**config.mk**
```make
export PLATFORM = sky130hd
export DESIGN_NAME = multicycle_controller
export DESIGN_NICKNAME = d
export VERILOG_FILES = /design/src/rtl/ctrl_pkg.sv /design/src/rtl/cond_unit.sv /design/src/rtl/multicycle_controller.sv
export SDC_FILE = /design/constraint.sdc
export NUM_CORES = 1
export LEC_CHECK = 0
export ABC_AREA = 1
export BUFFER_PORTS_ARGS = -buffer_cell sky130_fd_sc_hd__buf_4
export CAP_MARGIN = 25
export CORE_UTILIZATION = 49
export DETAILED_ROUTE_END_ITERATION = 12
export GPL_TIMING_DRIVEN = 0
export PLACE_DENSITY_LB_ADDON = 0.05
export SYNTH_ARGS = -nofsm -noshare
export SYNTH_HDL_FRONTEND = slang
export SYNTH_SLANG_ARGS = --single-unit
```
**constraint.sdc**
```tcl
create_clock -name clk -period 1.9 [get_ports clk]
set_input_delay 0.095 -clock clk [delete_from_list [all_inputs] [get_ports clk]]
set_output_delay 0.095 -clock clk [all_outputs]
set_load 0.02 [all_outputs]
```
**src/rtl/ctrl_pkg.sv**
```systemverilog
// Shared encodings for the multicycle controller: FSM states, ALU operations,
// instruction fields and datapath mux selects.
package ctrl_pkg;

  typedef enum logic [3:0] {
    S_FETCH,
    S_DECODE,
    S_MEMADR,
    S_MEMRD,
    S_MEMWB,
    S_MEMWR,
    S_EXECR,
    S_EXECI,
    S_ALUWB,
    S_BRANCH,
    S_UNKNOWN
  } state_t;

  localparam logic [3:0] ALU_ADD = 4'b0000;
  localparam logic [3:0] ALU_SUB = 4'b0001;
  localparam logic [3:0] ALU_AND = 4'b0010;
  localparam logic [3:0] ALU_ORR = 4'b0011;
  localparam logic [3:0] ALU_EOR = 4'b0100;
  localparam logic [3:0] ALU_MOV = 4'b0101;

  localparam logic [3:0] CMD_AND = 4'b0000;
  localparam logic [3:0] CMD_EOR = 4'b0001;
  localparam logic [3:0] CMD_SUB = 4'b0010;
  localparam logic [3:0] CMD_ADD = 4'b0100;
  localparam logic [3:0] CMD_CMP = 4'b1010;
  localparam logic [3:0] CMD_ORR = 4'b1100;
  localparam logic [3:0] CMD_MOV = 4'b1101;

  localparam logic [1:0] OP_DP  = 2'b00;
  localparam logic [1:0] OP_MEM = 2'b01;
  localparam logic [1:0] OP_BR  = 2'b10;
  localparam logic [1:0] OP_UNK = 2'b11;

  localparam logic [3:0] COND_EQ = 4'b0000;
  localparam logic [3:0] COND_NE = 4'b0001;
  localparam logic [3:0] COND_CS = 4'b0010;
  localparam logic [3:0] COND_CC = 4'b0011;
  localparam logic [3:0] COND_MI = 4'b0100;
  localparam logic [3:0] COND_PL = 4'b0101;
  localparam logic [3:0] COND_VS = 4'b0110;
  localparam logic [3:0] COND_VC = 4'b0111;
  localparam logic [3:0] COND_HI = 4'b1000;
  localparam logic [3:0] COND_LS = 4'b1001;
  localparam logic [3:0] COND_GE = 4'b1010;
  localparam logic [3:0] COND_LT = 4'b1011;
  localparam logic [3:0] COND_GT = 4'b1100;
  localparam logic [3:0] COND_LE = 4'b1101;
  localparam logic [3:0] COND_AL = 4'b1110;

  localparam logic [1:0] RES_ALUOUT = 2'b00;
  localparam logic [1:0] RES_RDATA  = 2'b01;
  localparam logic [1:0] RES_ALURES = 2'b10;

  localparam logic [1:0] SRCB_RF   = 2'b00;
  localparam logic [1:0] SRCB_IMM  = 2'b01;
  localparam logic [1:0] SRCB_FOUR = 2'b10;

  localparam logic [1:0] IMM_8  = 2'b00;
  localparam logic [1:0] IMM_12 = 2'b01;
  localparam logic [1:0] IMM_24 = 2'b10;

  typedef struct packed {
    logic [3:0] alu_ctl;
    logic       no_write;
    logic       valid;
    logic       is_cmp;
    logic       arith;
  } dp_dec_t;

  // Unsupported cmd values fall back to a harmless ADD with no register or flag update.
  function automatic dp_dec_t decode_cmd(input logic [3:0] cmd);
    dp_dec_t d;
    d = '{alu_ctl: ALU_ADD, no_write: 1'b1, valid: 1'b0, is_cmp: 1'b0, arith: 1'b0};
    case (cmd)
      CMD_ADD: d = '{alu_ctl: ALU_ADD, no_write: 1'b0, valid: 1'b1, is_cmp: 1'b0, arith: 1'b1};
      CMD_SUB: d = '{alu_ctl: ALU_SUB, no_write: 1'b0, valid: 1'b1, is_cmp: 1'b0, arith: 1'b1};
      CMD_AND: d = '{alu_ctl: ALU_AND, no_write: 1'b0, valid: 1'b1, is_cmp: 1'b0, arith: 1'b0};
      CMD_ORR: d = '{alu_ctl: ALU_ORR, no_write: 1'b0, valid: 1'b1, is_cmp: 1'b0, arith: 1'b0};
      CMD_EOR: d = '{alu_ctl: ALU_EOR, no_write: 1'b0, valid: 1'b1, is_cmp: 1'b0, arith: 1'b0};
      CMD_MOV: d = '{alu_ctl: ALU_MOV, no_write: 1'b0, valid: 1'b1, is_cmp: 1'b0, arith: 1'b0};
      CMD_CMP: d = '{alu_ctl: ALU_SUB, no_write: 1'b1, valid: 1'b1, is_cmp: 1'b1, arith: 1'b1};
      default: ;
    endcase
    return d;
  endfunction

endpackage

```
**src/rtl/cond_unit.sv**
```systemverilog
// ARM condition-code evaluation against an NZCV flag vector.
module cond_unit
  import ctrl_pkg::*;
(
  input  logic [3:0] cond,
  input  logic [3:0] flags,
  output logic       cond_ex
);

  logic n, z, c, v;
  assign {n, z, c, v} = flags;

  always_comb begin
    cond_ex = 1'b0;
    case (cond)
      COND_EQ: cond_ex = z;
      COND_NE: cond_ex = ~z;
      COND_CS: cond_ex = c;
      COND_CC: cond_ex = ~c;
      COND_MI: cond_ex = n;
      COND_PL: cond_ex = ~n;
      COND_VS: cond_ex = v;
      COND_VC: cond_ex = ~v;
      COND_HI: cond_ex = c & ~z;
      COND_LS: cond_ex = ~c | z;
      COND_GE: cond_ex = (n == v);
      COND_LT: cond_ex = (n != v);
      COND_GT: cond_ex = ~z & (n == v);
      COND_LE: cond_ex = z | (n != v);
      COND_AL: cond_ex = 1'b1;
      default: cond_ex = 1'b0;
    endcase
  end

endmodule

```
**src/rtl/multicycle_controller.sv**
```systemverilog
// Multicycle sequencer: per-instruction FSM, NZCV register and datapath control.
// States: FETCH/DECODE common, MEMADR->MEMRD->MEMWB or MEMWR, EXECR|EXECI->ALUWB, BRANCH, UNKNOWN.
module multicycle_controller
  import ctrl_pkg::*;
#(
  parameter bit PC_WRITE_ON_RD15 = 1'b1
) (
  input  logic        clk,
  input  logic        reset,
  input  logic [11:0] ToControler,
  input  logic [3:0]  Rd,
  input  logic [3:0]  ALUFlags,
  input  logic        mem_ready,
  output logic        PCWrite,
  output logic        IRWrite,
  output logic        AdrSrc,
  output logic        MemWrite,
  output logic        RegWrite,
  output logic [1:0]  ResultSrc,
  output logic        ALUSrcA,
  output logic [1:0]  ALUSrcB,
  output logic [3:0]  ALUControl,
  output logic [1:0]  ImmSrc,
  output logic [1:0]  RegSrc,
  output logic [3:0]  Flags
);

  logic [3:0] cond;
  logic [1:0] op;
  logic [5:0] funct;
  logic       s_bit;
  dp_dec_t    dp_dec;

  state_t     state, state_next;
  logic       cond_q;
  logic       cond_ex;
  logic [3:0] flags_q;
  logic       in_exec;
  logic       flag_upd;
  logic       nz_en, cv_en;
  logic       reg_wr;

  assign cond   = ToControler[11:8];
  assign op     = ToControler[7:6];
  assign funct  = ToControler[5:0];
  assign s_bit  = funct[0];
  assign dp_dec = decode_cmd(funct[4:1]);
  assign Flags  = flags_q;

  cond_unit u_cond (
    .cond    (cond),
    .flags   (flags_q),
    .cond_ex (cond_ex)
  );

  // CMP always updates flags; unsupported commands never do.
  assign in_exec  = (state == S_EXECR) || (state == S_EXECI);
  assign flag_upd = in_exec & cond_q & dp_dec.valid & (s_bit | dp_dec.is_cmp);
  assign nz_en    = flag_upd;
  assign cv_en    = flag_upd & dp_dec.arith;

  always_ff @(posedge clk) begin
    if (reset) begin
      state   <= S_FETCH;
      cond_q  <= 1'b0;
      flags_q <= 4'b0000;
    end else begin
      state <= state_next;
      if (state == S_DECODE) cond_q <= cond_ex;
      if (nz_en) flags_q[3:2] <= ALUFlags[3:2];
      if (cv_en) flags_q[1:0] <= ALUFlags[1:0];
    end
  end

  always_comb begin
    state_next = state;
    PCWrite    = 1'b0;
    IRWrite    = 1'b0;
    AdrSrc     = 1'b0;
    MemWrite   = 1'b0;
    RegWrite   = 1'b0;
    ResultSrc  = RES_ALUOUT;
    ALUSrcA    = 1'b0;
    ALUSrcB    = SRCB_RF;
    ALUControl = ALU_ADD;
    ImmSrc     = IMM_8;
    reg_wr     = 1'b0;

    case (state)
      S_FETCH: begin
        ALUSrcA   = 1'b1;
        ALUSrcB   = SRCB_FOUR;
        ResultSrc = RES_ALURES;
        IRWrite   = mem_ready;
        PCWrite   = mem_ready;
        if (mem_ready) state_next = S_DECODE;
      end
      S_DECODE: begin
        ALUSrcA   = 1'b1;
        ALUSrcB   = SRCB_FOUR;
        ResultSrc = RES_ALURES;
        case (op)
          OP_DP:   state_next = funct[5] ? S_EXECI : S_EXECR;
          OP_MEM:  state_next = S_MEMADR;
          OP_BR:   state_next = S_BRANCH;
          default: state_next = S_UNKNOWN;
        endcase
      end
      S_MEMADR: begin
        ALUSrcB    = SRCB_IMM;
        ImmSrc     = IMM_12;
        state_next = funct[0] ? S_MEMRD : S_MEMWR;
      end
      S_MEMRD: begin
        AdrSrc = 1'b1;
        if (mem_ready) state_next = S_MEMWB;
      end
      S_MEMWB: begin
        ResultSrc  = RES_RDATA;
        RegWrite   = cond_q;
        state_next = S_FETCH;
      end
      S_MEMWR: begin
        AdrSrc   = 1'b1;
        MemWrite = cond_q;
        if (mem_ready) state_next = S_FETCH;
      end
      S_EXECR: begin
        ALUControl = dp_dec.alu_ctl;
        state_next = S_ALUWB;
      end
      S_EXECI: begin
        ALUSrcB    = SRCB_IMM;
        ALUControl = dp_dec.alu_ctl;
        state_next = S_ALUWB;
      end
      S_ALUWB: begin
        reg_wr     = cond_q & ~dp_dec.no_write;
        RegWrite   = reg_wr;
        PCWrite    = reg_wr & (Rd == 4'd15) & PC_WRITE_ON_RD15;
        state_next = S_FETCH;
      end
      S_BRANCH: begin
        ALUSrcB    = SRCB_IMM;
        ImmSrc     = IMM_24;
        ResultSrc  = RES_ALURES;
        PCWrite    = cond_q;
        state_next = S_FETCH;
      end
      default: state_next = S_FETCH;
    endcase

    // Suppress every write enable while reset is held so an aborted access leaves no trace.
    if (reset) begin
      PCWrite  = 1'b0;
      IRWrite  = 1'b0;
      MemWrite = 1'b0;
      RegWrite = 1'b0;
    end
  end

  assign RegSrc = {(op == OP_MEM) & ~funct[0], (op == OP_BR)};

endmodule

```
== Word level (Yosys, flattened, before mapping) ==
Index checks and enable logic that the tools add are counted.

* Add/subtract/negate cells: 0
* Multiply operators: 0
* Div/mod/pow operators: 0
* Magnitude comparators: 0
* Equality and inequality tests: 37
* Shifts and indexed selects: 0
* Mux-type cells: 23
* Bitwise operators: 18
* Reduce and logical (&&, ||, !) cells: 11

{| class="wikitable"
|+ Operators by type and width
! operator !! count
|-
| equality test 4 bit, second input constant || 13
|-
| case mux 7 bit (7 select lines) || 1
|-
| equality test 4 x 3 -> 1 bit, second input constant || 9
|-
| case mux 4 bit (6 select lines) || 1
|-
| equality test 4 x 2 -> 1 bit, second input constant || 5
|-
| two-way mux 4 bit || 4
|-
| case mux 1 bit (15 select lines) || 1
|-
| equality test 4 x 1 -> 1 bit, second input constant || 3
|-
| logical NOT 4 bit || 3
|-
| case mux 2 bit (2 select lines) || 3
|-
| case mux 4 bit (3 select lines) || 1
|-
| bitwise AND 1 bit || 9
|-
| two-way mux 1 bit || 9
|-
| != test 2 bit, second input constant || 3
|-
| inverter 1 bit || 6
|-
| OR reduction 2 bit || 3
|-
| OR reduction 3 bit || 2
|-
| two-way mux 3 bit || 1
|-
| bitwise OR 1 bit || 3
|-
| case mux 1 bit (3 select lines) || 1
|-
| AND reduction 3 bit || 1
|-
| equality test 2 x 1 -> 1 bit, second input constant || 1
|-
| equality test 2 bit, second input constant || 1
|-
| logical NOT 2 bit || 1
|-
| 4 further kinds || 4
|}

* Flip-flop bits (word level): 9
* Bits in latches: 0
* RAM bits: 0
* Bits in read-only memories: 0
* Bits of input ports: 23
* Output and inout port bits: 22
* Word-level logic and storage cells: 93
* Memories: 0

== Logic depth before layout (Yosys ltp) ==
* Depth after elaboration: 7
* Mapped depth: 11
* Gate-level depth less buffers: 11

== By module ==
Synthesis repeated with hierarchy kept, for this count alone.

* Cell total of the unflattened synthesis: 182
* Area, all modules: 928.4 um2

{| class="wikitable"
|+ Modules (own cells, without submodules)
! module !! instances !! cells an instance !! area an instance (um2) !! seq. area each (um2)
|-
| multicycle_controller || 1 || 127 || 699.4 || 180.2
|-
| cond_unit || 1 || 55 || 229.0 || 0.0
|}

== Worst setup path before layout ==
No wires, ideal clock.

* Path type: register -> output
* Start point: reg state[1]
* End point: out PCWrite
* Data arrival time: 1.473 ns
* Required time: 1.805 ns
* Slack: 0.332 ns
* Stages on the path, launching flop included: 9
* Path buffers: 1
* Cell sequence: dfxtp_1 buf_2 inv_1 nand2_1 nor2_1 inv_1 nand2_1 nand2_1 a21oi_1

* Longest elaborated chain between the ends: 3
* Elaborated cells between the ends (all ways): 5
* Classes of those cells: 2 x eq/ne; 2 x mux; 1 x reduce/logical

{| class="wikitable"
|+ Ends and longest elaborated chain
! what !! RTL line !! RTL
|-
| start, declared || multicycle_controller.sv:34 || <nowiki>state_t state, state_next;</nowiki>
|-
| start signal, assigned || multicycle_controller.sv:68 || <nowiki>state <= state_next;</nowiki>
|-
| equality test 4 bit or logical NOT 4 bit (tied branches) || multicycle_controller.sv:89 || <nowiki>case (state)</nowiki>
|-
| case mux 1 bit (3 select lines) (*) || multicycle_controller.sv:89 ||
|-
| two-way mux 1 bit (*) || multicycle_controller.sv:154 || <nowiki>if (reset) begin</nowiki>
|-
| end, declared || multicycle_controller.sv:14 || <nowiki>output logic PCWrite,</nowiki>
|}

Every way passes the cells marked *; elsewhere a longest branch is shown, timed or not.

== Worst setup path in the final report ==
Same ends and word-level chain as after synthesis.

==> out/results.txt <==
Synthesis-to-finish area growth -> 41.3%
Final Wtd Congestion -> 0.953
Via count of the first global-routing pass -> 992
Top post-synthesis cells by area -> nand2_1, dfxtp_1, nor2_1
CP max stage delay -> 320 ps
Die Height -> 45.0 um
Most frequent cell after synthesis -> nand2_1
Worst-path cell chain -> buf_2 -> nor2_2 -> nand3_1 -> nor2_1 -> nand3_1 -> nand2_1 -> nand2_1 -> a21oi_1 -> buf_4
Die area -> 0.00202 mm2
Final antenna-violating net count -> 0
Post-route setup slack -> 174 ps
Worst skew pair latency -> 250 ps
Core Region -> 0.00173 mm2
Gr usage total -> 24.8%
Via density -> 4.98
Static Leakage -> 0.000705 uW
Via count -> 1239
Worst Skew -> 4.44 ps
Crit path DAT -> 1630 ps
Final Setup Violations -> 0
Cells after synthesis -> 178
First-pass GRT wire length -> 3.80 mm
Floorplan die width -> 45.0 um
Max Root-Sink Buffers -> 2
Fraction of layout cells with a size suffix above 1 -> 24.6%
Async S/R FF share, synth -> 0%
Hold WS -> 75.9 ps
# rows -> 15
Post-synth EDFFs -> 0
Pin count of the biggest net entering global routing -> 11
Mapped Nets -> 201
RSZ-0062 raised after global routing -> false
CP bufs+invs -> 2
Number of clock sinks -> 9
Mean Syn Cell Area -> 5.09 um2
Initial DRC Count -> 26
ANT cells -> 0
Primary FF master, synth -> dfxtp_1
# port buffers -> 42
Initial antenna violation count -> 0
CP Capture Type -> primary output
I/O pin total -> 45
Power per cell area -> 758 mW/mm2
Flops & latches, synth -> 9
Remaining DRCs -> 0
Slew Viols, Final -> 0
Resized cells post-CTS -> 0
Setup CP Type -> flip-flop to primary output
Synth cell count leaders -> nand2_1, nor2_1, inv_1
CTS Hold Bufs -> 0
Yosys top cell area share -> 23.6%
Clock Pin Slew Worst Setup and Hold Paths -> 60 ps
Ys Warns -> 0
TritonRoute pass-1 iters -> 4
Initial Utilization -> 52.5%
Cell Area, Synth -> 906 um2
Setup bufs post-CTS -> 0
Status -> finished, final reports clean
Crit Path Max Fanout -> 10
Pre-CTS setup slack -> 470 ps
Grt ovf -> 0
Setup_tns -> 0 ps
Avg WL per Cell -> 9.63 um
Synth cell types -> 21
H-tree depth -> 1
Util after Layout -> 74.1%
TritonCTS Buffers -> 3
Clock tree from TritonCTS -> built
Fin crit period -> 1730 ps
MaxCap Viol Count -> 0
Endpoints failing hold -> 0
Routed wire length -> 2.40 mm
WP data required -> 1800 ps
Clk root buf -> clkbuf_4
Top Family by Delay on Critical Path -> simple AND/OR/NAND/NOR gates
Crit-path slowest cell -> dfxtp_1
Final period util -> 90.8%
Hold Crit Class -> input port to flip-flop
HPWL after DPL -> 2.01 mm
Worst VDD drop -> 0.548 mV
Maximum clock rate -> 580 MHz
Post-synth top area cell -> nand2_1
Fin nets -> 248
Worst setup SP type -> flip-flop
Seq/Total Area, Yosys -> 19.9%
layout make-up:
cell class | count | area, um2
Tap cell | 25 | 31.3
Fill cell | 166 | 447
Multi-Input combinational cell | 138 | 604
Timing Repair Buffer | 42 | 315
Inverter | 28 | 105
Sequential cell | 9 | 180
Buffer | 3 | 16.3
Clock inverter | 1 | 5.00
Clock buffer | 3 | 22.5
stage by stage:
stage / instances / area [um2] / power [uW]
final: 249 / 1280 / 970
after global routing: 249 / 1280 / 1050
after CTS: 249 / 1280 / 974
after detailed placement: 245 / 1250 / 834
after global placement: 245 / 1250 / 815
after floorplan: 178 / 906 / 623
cells by family (layout without fill, tap and decap cells):
| group | Yosys count | count (layout) | share of synthesized area, % |
|---|---|---|---|
| buffers and inverters | 31 | 77 | 13.4 |
| other | 1 | 1 | 0.414 |
| and+or+nand+nor | 117 | 117 | 53.5 |
| DFF | 9 | 9 | 19.9 |
| AOI/OAI and AO/OA | 20 | 20 | 12.8 |
tightest hold or removal path: cells and delay by family:
kind	cells	cell delay (ps)
simple gates	2	120
buf+inv	1	80
final timing paths:
check / start / to / slack [ps] / depth (start not counted)
setup / recovery: state[1]$_SDFFE_PP0P_ / PCWrite / 170 / 9
hold / removal: ALUFlags[0] / Flags[0]$_SDFFE_PP0P_ / 80 / 3
setup reg to reg: state[0]$_SDFFE_PP0P_ / state[0]$_SDFFE_PP0P_ / 570 / 7
hold reg to reg: cond_q$_SDFFE_PP0P_ / cond_q$_SDFFE_PP0P_ / 560 / 4
flip-flops by register name (all words and copies together), names as in the netlist:
register	cells
Flags	4
cond_q	1
state	4
per-layer routing:
metal / GRT usage [%] / share of wire [%]
met1: 30.5 / 44
met2: 45.8 / 50
met3: 2.80 / 5.5
met4: 5.45 / 1.0
met5: 0 / 0
where the power goes:
group	internal [uW]	switching, uW
registers	219	35.0
clock network	77.2	60.4
logic	227	352
placed cells by master, fill, tap and decap left out:
cell | Yosys | routed
a211oi_1 | 1 | 1
a21oi_1 | 9 | 9
a21oi_2 | 1 | 1
buf_2 | 1 | 1
buf_4 | 1 | 43
clkbuf_1 | 1 | 1
clkbuf_4 | 0 | 3
clkinv_2 | 0 | 1
conb_1 | 1 | 1
dfxtp_1 | 9 | 9
inv_1 | 27 | 27
inv_2 | 1 | 1
nand2_1 | 57 | 57
nand3_1 | 15 | 15
nand3_2 | 1 | 1
nor2_1 | 33 | 33
nor2_2 | 4 | 4
nor3_1 | 6 | 6
o211ai_1 | 1 | 1
o21ai_0 | 6 | 6
o221ai_1 | 1 | 1
o311ai_0 | 1 | 1
or2_1 | 1 | 1
No activity file was read; power rests on OpenSTA's default activity.
